[src/rtl/div_pkg.sv]
// Shared types and sizing helpers for the iterative divider.
package div_pkg;

  typedef enum logic [1:0] {IDLE, CALC, FIX} div_state_e;

  function automatic int div_iter(input int xlen, input int bits_per_cycle);
    return xlen / bits_per_cycle;
  endfunction

  function automatic int div_cnt_width(input int iter);
    return (iter > 1) ? $clog2(iter) : 1;
  endfunction

endpackage

[src/rtl/div_step.sv]
// One combinational radix-2 restoring step: shift in the next dividend bit,
// trial-subtract the divisor and keep the difference only if it is non-negative.
module div_step
  import div_pkg::*;
#(
  parameter int XLEN = 32
) (
  input  logic [XLEN:0]   rem_in,
  input  logic [XLEN-1:0] quo_in,
  input  logic [XLEN-1:0] divisor,
  output logic [XLEN:0]   rem_out,
  output logic [XLEN-1:0] quo_out
);

  logic [XLEN+1:0] shifted;
  logic [XLEN+1:0] diff;

  // One extra guard bit above the partial remainder makes the borrow explicit.
  always_comb begin
    shifted = {rem_in, quo_in[XLEN-1]};
    diff    = shifted - {2'b00, divisor};
    if (diff[XLEN+1]) begin
      rem_out = shifted[XLEN:0];
      quo_out = {quo_in[XLEN-2:0], 1'b0};
    end else begin
      rem_out = diff[XLEN:0];
      quo_out = {quo_in[XLEN-2:0], 1'b1};
    end
  end

endmodule

[src/rtl/iter_div.sv]
// Iterative radix-2^BITS_PER_CYCLE restoring divider for RV32M DIV/DIVU/REM/REMU,
// with RISC-V divide-by-zero and signed-overflow results.
module iter_div
  import div_pkg::*;
#(
  parameter int XLEN           = 32,
  parameter int BITS_PER_CYCLE = 1
) (
  input  logic            clock,
  input  logic            reset,
  input  logic            start,
  input  logic            is_signed,
  input  logic [XLEN-1:0] dividend,
  input  logic [XLEN-1:0] divisor,
  output logic            busy,
  output logic            done,
  output logic [XLEN-1:0] quotient,
  output logic [XLEN-1:0] remainder
);

  localparam int ITER = div_iter(XLEN, BITS_PER_CYCLE);
  localparam int CW   = div_cnt_width(ITER);
  localparam logic [CW-1:0]   CNT_LAST = CW'(ITER - 1);
  localparam logic [XLEN-1:0] MOST_NEG = {1'b1, {(XLEN-1){1'b0}}};

  div_state_e state, state_next;

  logic [XLEN:0]   rem_r;
  logic [XLEN-1:0] quo_r;
  logic [XLEN-1:0] dvs_r;
  logic [CW-1:0]   cnt;
  logic            neg_q, neg_r;

  logic            dvd_neg, dvs_neg, div_zero, overflow;
  logic [XLEN-1:0] dvd_abs, dvs_abs;

  logic [XLEN:0]   rem_chain [BITS_PER_CYCLE+1];
  logic [XLEN-1:0] quo_chain [BITS_PER_CYCLE+1];

  // The magnitude of the most negative value is simply its unsigned bit pattern.
  always_comb begin
    dvd_neg  = is_signed & dividend[XLEN-1];
    dvs_neg  = is_signed & divisor[XLEN-1];
    dvd_abs  = dvd_neg ? -dividend : dividend;
    dvs_abs  = dvs_neg ? -divisor : divisor;
    div_zero = (divisor == '0);
    overflow = is_signed && (dividend == MOST_NEG) && (divisor == '1);
  end

  assign rem_chain[0] = rem_r;
  assign quo_chain[0] = quo_r;

  for (genvar g = 0; g < BITS_PER_CYCLE; g++) begin : g_step
    div_step #(.XLEN(XLEN)) u_step (
      .rem_in  (rem_chain[g]),
      .quo_in  (quo_chain[g]),
      .divisor (dvs_r),
      .rem_out (rem_chain[g+1]),
      .quo_out (quo_chain[g+1])
    );
  end

  always_ff @(posedge clock) begin
    if (reset) state <= IDLE;
    else       state <= state_next;
  end

  always_comb begin
    state_next = state;
    case (state)
      IDLE:    if (start) state_next = (div_zero || overflow) ? FIX : CALC;
      CALC:    if (cnt == '0) state_next = FIX;
      FIX:     state_next = IDLE;
      default: state_next = IDLE;
    endcase
  end

  assign busy = (state != IDLE);

  // Special cases are preloaded so FIX passes them through without correction.
  always_ff @(posedge clock) begin
    if (reset) begin
      done      <= 1'b0;
      quotient  <= '0;
      remainder <= '0;
      rem_r     <= '0;
      quo_r     <= '0;
      dvs_r     <= '0;
      cnt       <= '0;
      neg_q     <= 1'b0;
      neg_r     <= 1'b0;
    end else begin
      done <= 1'b0;
      case (state)
        IDLE: begin
          if (start) begin
            dvs_r <= dvs_abs;
            cnt   <= CNT_LAST;
            if (div_zero) begin
              quo_r <= '1;
              rem_r <= {1'b0, dividend};
              neg_q <= 1'b0;
              neg_r <= 1'b0;
            end else if (overflow) begin
              quo_r <= dividend;
              rem_r <= '0;
              neg_q <= 1'b0;
              neg_r <= 1'b0;
            end else begin
              quo_r <= dvd_abs;
              rem_r <= '0;
              neg_q <= dvd_neg ^ dvs_neg;
              neg_r <= dvd_neg;
            end
          end
        end
        CALC: begin
          rem_r <= rem_chain[BITS_PER_CYCLE];
          quo_r <= quo_chain[BITS_PER_CYCLE];
          if (cnt != '0) cnt <= cnt - CW'(1);
        end
        FIX: begin
          quotient  <= neg_q ? -quo_r : quo_r;
          remainder <= neg_r ? -rem_r[XLEN-1:0] : rem_r[XLEN-1:0];
          done      <= 1'b1;
        end
        default: ;
      endcase
    end
  end

endmodule
[config.mk]
export PLATFORM = sky130hd
export DESIGN_NAME = iter_div
export DESIGN_NICKNAME = d
export VERILOG_FILES = /design/src/rtl/div_pkg.sv /design/src/rtl/div_step.sv /design/src/rtl/iter_div.sv
export SDC_FILE = /design/constraint.sdc
export NUM_CORES = 1
export LEC_CHECK = 0
export BUFFER_PORTS_ARGS = -buffer_cell sky130_fd_sc_hd__buf_2
export CAP_MARGIN = 20
export CORE_MARGIN = 8
export CORE_UTILIZATION = 54
export CTS_CLUSTER_DIAMETER = 120
export DETAILED_ROUTE_END_ITERATION = 7
export PLACE_DENSITY = 0.85
export REMOVE_ABC_BUFFERS = 1
export SLEW_MARGIN = 15
export SYNTH_ARGS = -nofsm -noshare
export SYNTH_HDL_FRONTEND = slang
export SYNTH_SLANG_ARGS = --single-unit
[constraint.sdc]
create_clock -name clock -period 3.3 [get_ports clock]
set_input_delay 0.33 -clock clock [delete_from_list [all_inputs] [get_ports clock]]
set_output_delay 0.33 -clock clock [all_outputs]
set_load 0.02 [all_outputs]
# [After elaboration in Yosys (flattened, before gate mapping)]
# Index checks and enable logic that the tools add are counted.
[totals] register_bits=171 in_bits=68 out_inout_bits=66 wordCells=64
[op_classes] addsub=6 eq_ne=7 n_mux=25 n_bitwise=3 n_reduce_logical=13
[ops] operator="$mux 32" count=8
[ops] operator="$neg 32->32" count=4
[ops] operator="$mux 33" count=2
[ops] operator="$pmux 33 s2" count=1
[ops] operator="$eq 32x32->1 const B" count=2
[ops] operator="$pmux 32 s2" count=1
[ops] operator="$sub 34x32->34" count=1
[ops] operator="$logic_not 32->1" count=1
[ops] operator="$mux 5" count=2
[ops] operator="$pmux 5 s2" count=1
[ops] operator="$mux 1" count=6
[ops] operator="$mux 2" count=3
[ops] operator="$ne 2x2->1 const B" count=3
[ops] operator="$reduce_and 2->1" count=3
[ops] operator="$logic_not 5->1" count=1
[ops] operator="$reduce_bool 5->1" count=1
[ops] operator="$sub 5x1->5 const B" count=1
[ops] operator="$pmux 2 s2" count=1
[ops] operator="$reduce_bool 2->1" count=2
[ops] operator="$reduce_and 3->1" count=1
[ops] operator="$and 1x1->1" count=2
[ops] operator="$eq 2x1->1 const B" count=1
[ops] operator="$eq 2x2->1 const B" count=1
[ops] operator="$logic_and 1x1->1" count=2
[ops] operator="3 further kinds" count=3

# [Depth between registers and ports, before layout]
[depth] word_depth=7 depth_mapped=12 mapped_depth_nobuf=11

# [By module]
# From an unflattened synthesis, not the netlist that was laid out.
[hier_totals] hier_cells=1431 area_unflattened_um2=11478.5
[modules_own_cells] mod="iter_div" instances=1 cells_each=1072 area_per_inst_um2=9075.0 seq_area_each_um2=3423.3
[modules_own_cells] mod="div_step" instances=1 cells_each=359 area_per_inst_um2=2403.6 seq_area_each_um2=0.0

# [Worst setup path before layout]
# Ideal clock, no wire load.
[synth_timing] kind="flip-flop to flip-flop" startpoint="register rem_r[10]" endpoint="register rem_r[2]" setup_ps=91 t_arrival_ps=2971 required_time_ps=3209 setup_slack_ps=238 stages_incl_launch_ff=11 path_buffers=1 period_less_slack_ps=3062 cell_sequence="dfxtp_1 -> ha_1 -> and3_1 -> and2_1 -> a221o_1 -> o31ai_4 -> o2111ai_2 -> a21oi_1 -> clkbuf_1 -> o21ai_0 -> a311oi_1"
[synth_via] elab_chain_len=3
[synth_rtl] element="from (decl)" line_no="iter_div.sv:28" text="logic [XLEN:0] rem_r;"
[synth_rtl] element="from (signal assigned)" line_no="iter_div.sv:101" text="rem_r <= {1'b0, dividend};"
[synth_rtl] element="from (signal assigned)" line_no="iter_div.sv:118" text="rem_r <= rem_chain[BITS_PER_CYCLE];"
[synth_rtl] element="$sub 34x32->34" line_no="div_step.sv:21" text="diff = shifted - {2'b00, divisor};"
[synth_rtl] element="$mux 33" line_no="div_step.sv:22" text="if (diff[XLEN+1]) begin"
[synth_rtl] element="$pmux 33 s2" line_no="iter_div.sv:94" text="case (state)"
# No other way between the ends.
# A chain may end at the register's enable or synchronous reset.

# [Worst setup path in the final report]
[layout_timing] startpoint="register quo_r[7]" endpoint="register quotient[30]"
[layout_via] elab_chain_len=2
[layout_rtl] element="from (decl)" line_no="iter_div.sv:29" text="logic [XLEN-1:0] quo_r;"
[layout_rtl] element="from (signal assigned)" line_no="iter_div.sv:105" text="quo_r <= dividend;"
[layout_rtl] element="from (signal assigned)" line_no="iter_div.sv:110" text="quo_r <= dvd_abs;"
[layout_rtl] element="from (signal assigned)" line_no="iter_div.sv:119" text="quo_r <= quo_chain[BITS_PER_CYCLE];"
[layout_rtl] element="$neg 32->32" line_no="iter_div.sv:123" text="quotient <= neg_q ? -quo_r : quo_r;"
[layout_rtl] element="$mux 32" line_no="iter_div.sv:123"
[layout_rtl] element="to (signal assigned)" line_no="iter_div.sv:123"
[layout_rtl] element="to (decl)" line_no="iter_div.sv:17" text="output logic [XLEN-1:0] quotient,"
# No other way between the ends.

==> reports/results.tsv <==
metric	value	unit
core area	0.0210	mm²
dpl hpwl	24800	µm
worst endpoint data arrival time	3500	ps
Fmax achieved	318	MHz
GRT Util Overall	25.1	%
hold_sp	divisor[0]	
Post-Synth Adder-Cell Area	4.41	%
residual DRC count	0	
Die Ht	162	µm
vias in the first global route	10800	
worst clock skew	10.9	ps
critical path cell sequence	or4_1 > nor4_1 > nand2b_1 > or4_1 > or3_1 > o31ai_1 > xor2_1 > a211oi_1	
R2R setup slack	150	ps
FF+latch count, synth	171	
maximum VDD drop	319	µV
Pleak	5.15	nW
synth unique cells	78	
switching power	0.00404	W
synthesized instance count	1488	
Root Buffer	clkbuf_16	
H-Tree Depth	4	
XOR/XNOR share of the synthesized area	10.7	%
DR WL/cell	17.8	µm
met1 WL	14700	µm
final setup fails	0	
largest family of logic cells by synthesized area	compound AO/OA/AOI/OAI gates	
worst reg2reg path depth	8	
Power Density	712	mW/mm²
startpoint types	flip-flop	
final setup margin	154	ps
CP Max Fanout	7	
# rows	53	
Syn. warnings	0	
fin crit share	95.3	%
global-route wire length before repair	54600	µm
RSZ-0062 raised after global routing	no	
Pre-Repair DR Iteration Count	5	
Worst Max-Slew Pin Slew	1070	ps
post-synthesis simple-gate area fraction	19.7	%
Seq/Total Area, Yosys	29.7	%
via density per instance	6.17	
Crit path largest cell delay	600	ps
initial core utilization	55.0	%
worst hold endpoint	dvs_r[0]$_SDFFE_PP0P_	
Setup WS pre-CTS	124	ps
Max-cap violations	0	
r2r endpoint	quotient[30]$_SDFFE_PP0P_	
max layer used	met5	
Post-synth top flop	dfxtp_1	
final core occ	63.0	%
TritonCTS Buffers	17	
Cell Int Power	0.00536	W
drt initial violations	1043	
Clk pwr share	22.0	%
io pins	134	
max-slew violation count	0	
share of cells above drive strength 1	15.7	%
relative slew slack	28.3	%
post-route ant nets	0	
total grt overflow	0	
Worst Path Required	3650	ps
Final Routed Wirelength	33600	µm
CP most frequent cell	or4_1	
status	finished clean	
clk sinks	171	
Synth Area in Compound Gates	29.3	%
R2R Path Start	quo_r[7]$_SDFFE_PP0P_	
register area	0.00342	mm²
Avg Inst Size Synth	7.75	µm²
FFs w/ async S/R, synth	0	%
worst hold path type	in -> reg	
mapped cell area	0.0115	mm²
CTS tree	done	
PortBufs	133	
CP Capture Type	flip-flop	
commonest non-fill, non-tap cell in the layout	nor2_1	
most frequent cells in the layout	186 x nor2_1, 171 x dfxtp_1, 132 x buf_2	
final hold viol count	0	
DR WL met3	2800	µm
register share of total power	29.3	%
initial antenna violation count	3	
Comb pwr share	48.7	%
full die area	0.0263	mm²
Hold Path Cell Cnt	3	
Post-synth EDFFs	0	
# fillers	1874	
routed wl met2	15100	µm
Die X	162	µm
Sw Ratio	43.0	%
Clock Latency Late Sink	440	ps
layout net count	1702	
mux contribution to synthesized area	0.521	%
largest net degree at the start of global routing	99	
crit path time final	3150	ps
total power	0.00940	W
gpl congestion	0.924	
vias	11600	
Worst-path clk slew	70	ps
WS Path Type	reg -> reg	
Slowest-stage cell, CP	or4_1	
multi-input logic area	0.00751	mm²
clock buffer depth	2	
cts-stage hold buffer count	0	
synth-to-layout area growth	14.6	%
## worst max-delay path, delay by kind of cell (launching register included)
kind	cells	cell delay, ps
flops	1	370
xor+xnor	1	110
simple gates	5	2080
compound gates	2	490
## timing repair
item                       in CTS  in global routing
resized for setup               0                 11
setup endpoints to repair       0                 33
setup buffers                   0                  0
## layout make-up
| type | count | share of cell area [%] |
|---|---|---|
| inverters | 64 | 1.82 |
| diodes | 2 | 0.0379 |
| repair buffers | 182 | 8.35 |
| clock inverters | 14 | 1.20 |
| flip-flops and latches | 171 | 25.9 |
| well taps | 275 | 2.60 |
| multi-input cells | 1158 | 56.8 |
| clock buffers | 18 | 3.25 |
## cells in the mapped netlist (3+ instances only)
master       n  area share [%]
nor2_1     188             6.1
dfxtp_1    171              30
a21oi_1    127             5.5
nand2_1    107             3.5
xor2_1     106             8.1
a211oi_1    92             6.0
o21ai_0     87             3.8
clkbuf_1    79             2.6
inv_1       63             2.1
ha_1        39             4.2
nor3_1      38             1.7
xnor2_1     35             2.7
a311oi_1    30             2.3
o31ai_1     29             1.9
nand3_1     26             1.1
o221ai_1    24             1.8
nand4_1     16            0.87
or3_1       16            0.87
or4_1       16             1.0
nor4_1      13            0.71
a21o_1      11            0.72
a31oi_1     11            0.60
o41ai_1     11            0.84
and3_1       8            0.43
nor2b_1      8            0.43
or2_2        8            0.43
o2111ai_1    7            0.53
o21bai_1     7            0.46
and2_1       6            0.33
buf_2        6            0.26
buf_6        6            0.59
mux2i_1      6            0.52
o21a_1       6            0.39
o221ai_2     6            0.78
nand2b_1     5            0.27
a21boi_0     4            0.26
nand3b_1     4            0.26
o311ai_0     4            0.30
a2111oi_0    3            0.23
a211o_1      3            0.23
nor3b_1      3            0.20
o211a_1      3            0.26
o211ai_1     3            0.20
o311a_1      3            0.26
or4_4        3            0.29
## layer usage
layer	vias to the layer above	global-route usage, %
li1	5706	-
met1	5364	33.0
met2	497	39.7
met3	64	4.40
met4	2	10.6
met5	-	0
## logic make-up after synthesis
group,Yosys count
fa+ha+maj,40
mux,6
simple gates,478
flops,171
buf+inv,159
xor+xnor,141
compound gates,493
## registers in the layout (all words and copies together), names as in the netlist
signal,flops
rem_r,33
dvs_r,32
quo_r,32
quotient,32
remainder,32
cnt,5
state,2
done,1
neg_q,1
neg_r,1
## power groups by stage
stage	Sequential [W]	Combinational (W)	Clock, W
after global placement	0.00277	0.00433	0
after CTS	0.00274	0.00446	0.00208
after global routing	0.00280	0.00505	0.00217
after floorplan	0.00278	0.00309	0
final	0.00276	0.00458	0.00206
after detailed placement	0.00278	0.00442	0
## metrics by stage
| step | instances | TNS, ps | hold WS [ps] | instance area, µm² |
|---|---|---|---|---|
| 6_report | 1884 | 0 | 193 | 13200 |
| 5_1_grt | 1884 | 0 | 197 | 13200 |
| 3_5_place_dp | 1850 | 0 | 449 | 12600 |
| 4_1_cts | 1882 | 0 | 180 | 13200 |
| 3_3_place_gp | 1850 | 0 | 440 | 12600 |
| 2_1_floorplan | 1393 | -171850 | 399 | 11100 |
## worst max path at each step
stage / from / end / depth (start not counted)
after floorplan: state[1]$_SDFFE_PP0P_ / quotient[31]$_SDFFE_PP0P_ / 3
after global placement: rem_r[7]$_SDFFE_PP0P_ / rem_r[30]$_SDFFE_PP0P_ / 11
after detailed placement: rem_r[7]$_SDFFE_PP0P_ / rem_r[30]$_SDFFE_PP0P_ / 11
after CTS: rem_r[7]$_SDFFE_PP0P_ / rem_r[30]$_SDFFE_PP0P_ / 11
after global routing: quo_r[31]$_SDFFE_PP0P_ / rem_r[30]$_SDFFE_PP0P_ / 12
final: quo_r[7]$_SDFFE_PP0P_ / quotient[30]$_SDFFE_PP0P_ / 8
Note: power is estimated with default switching activity, not from simulation.
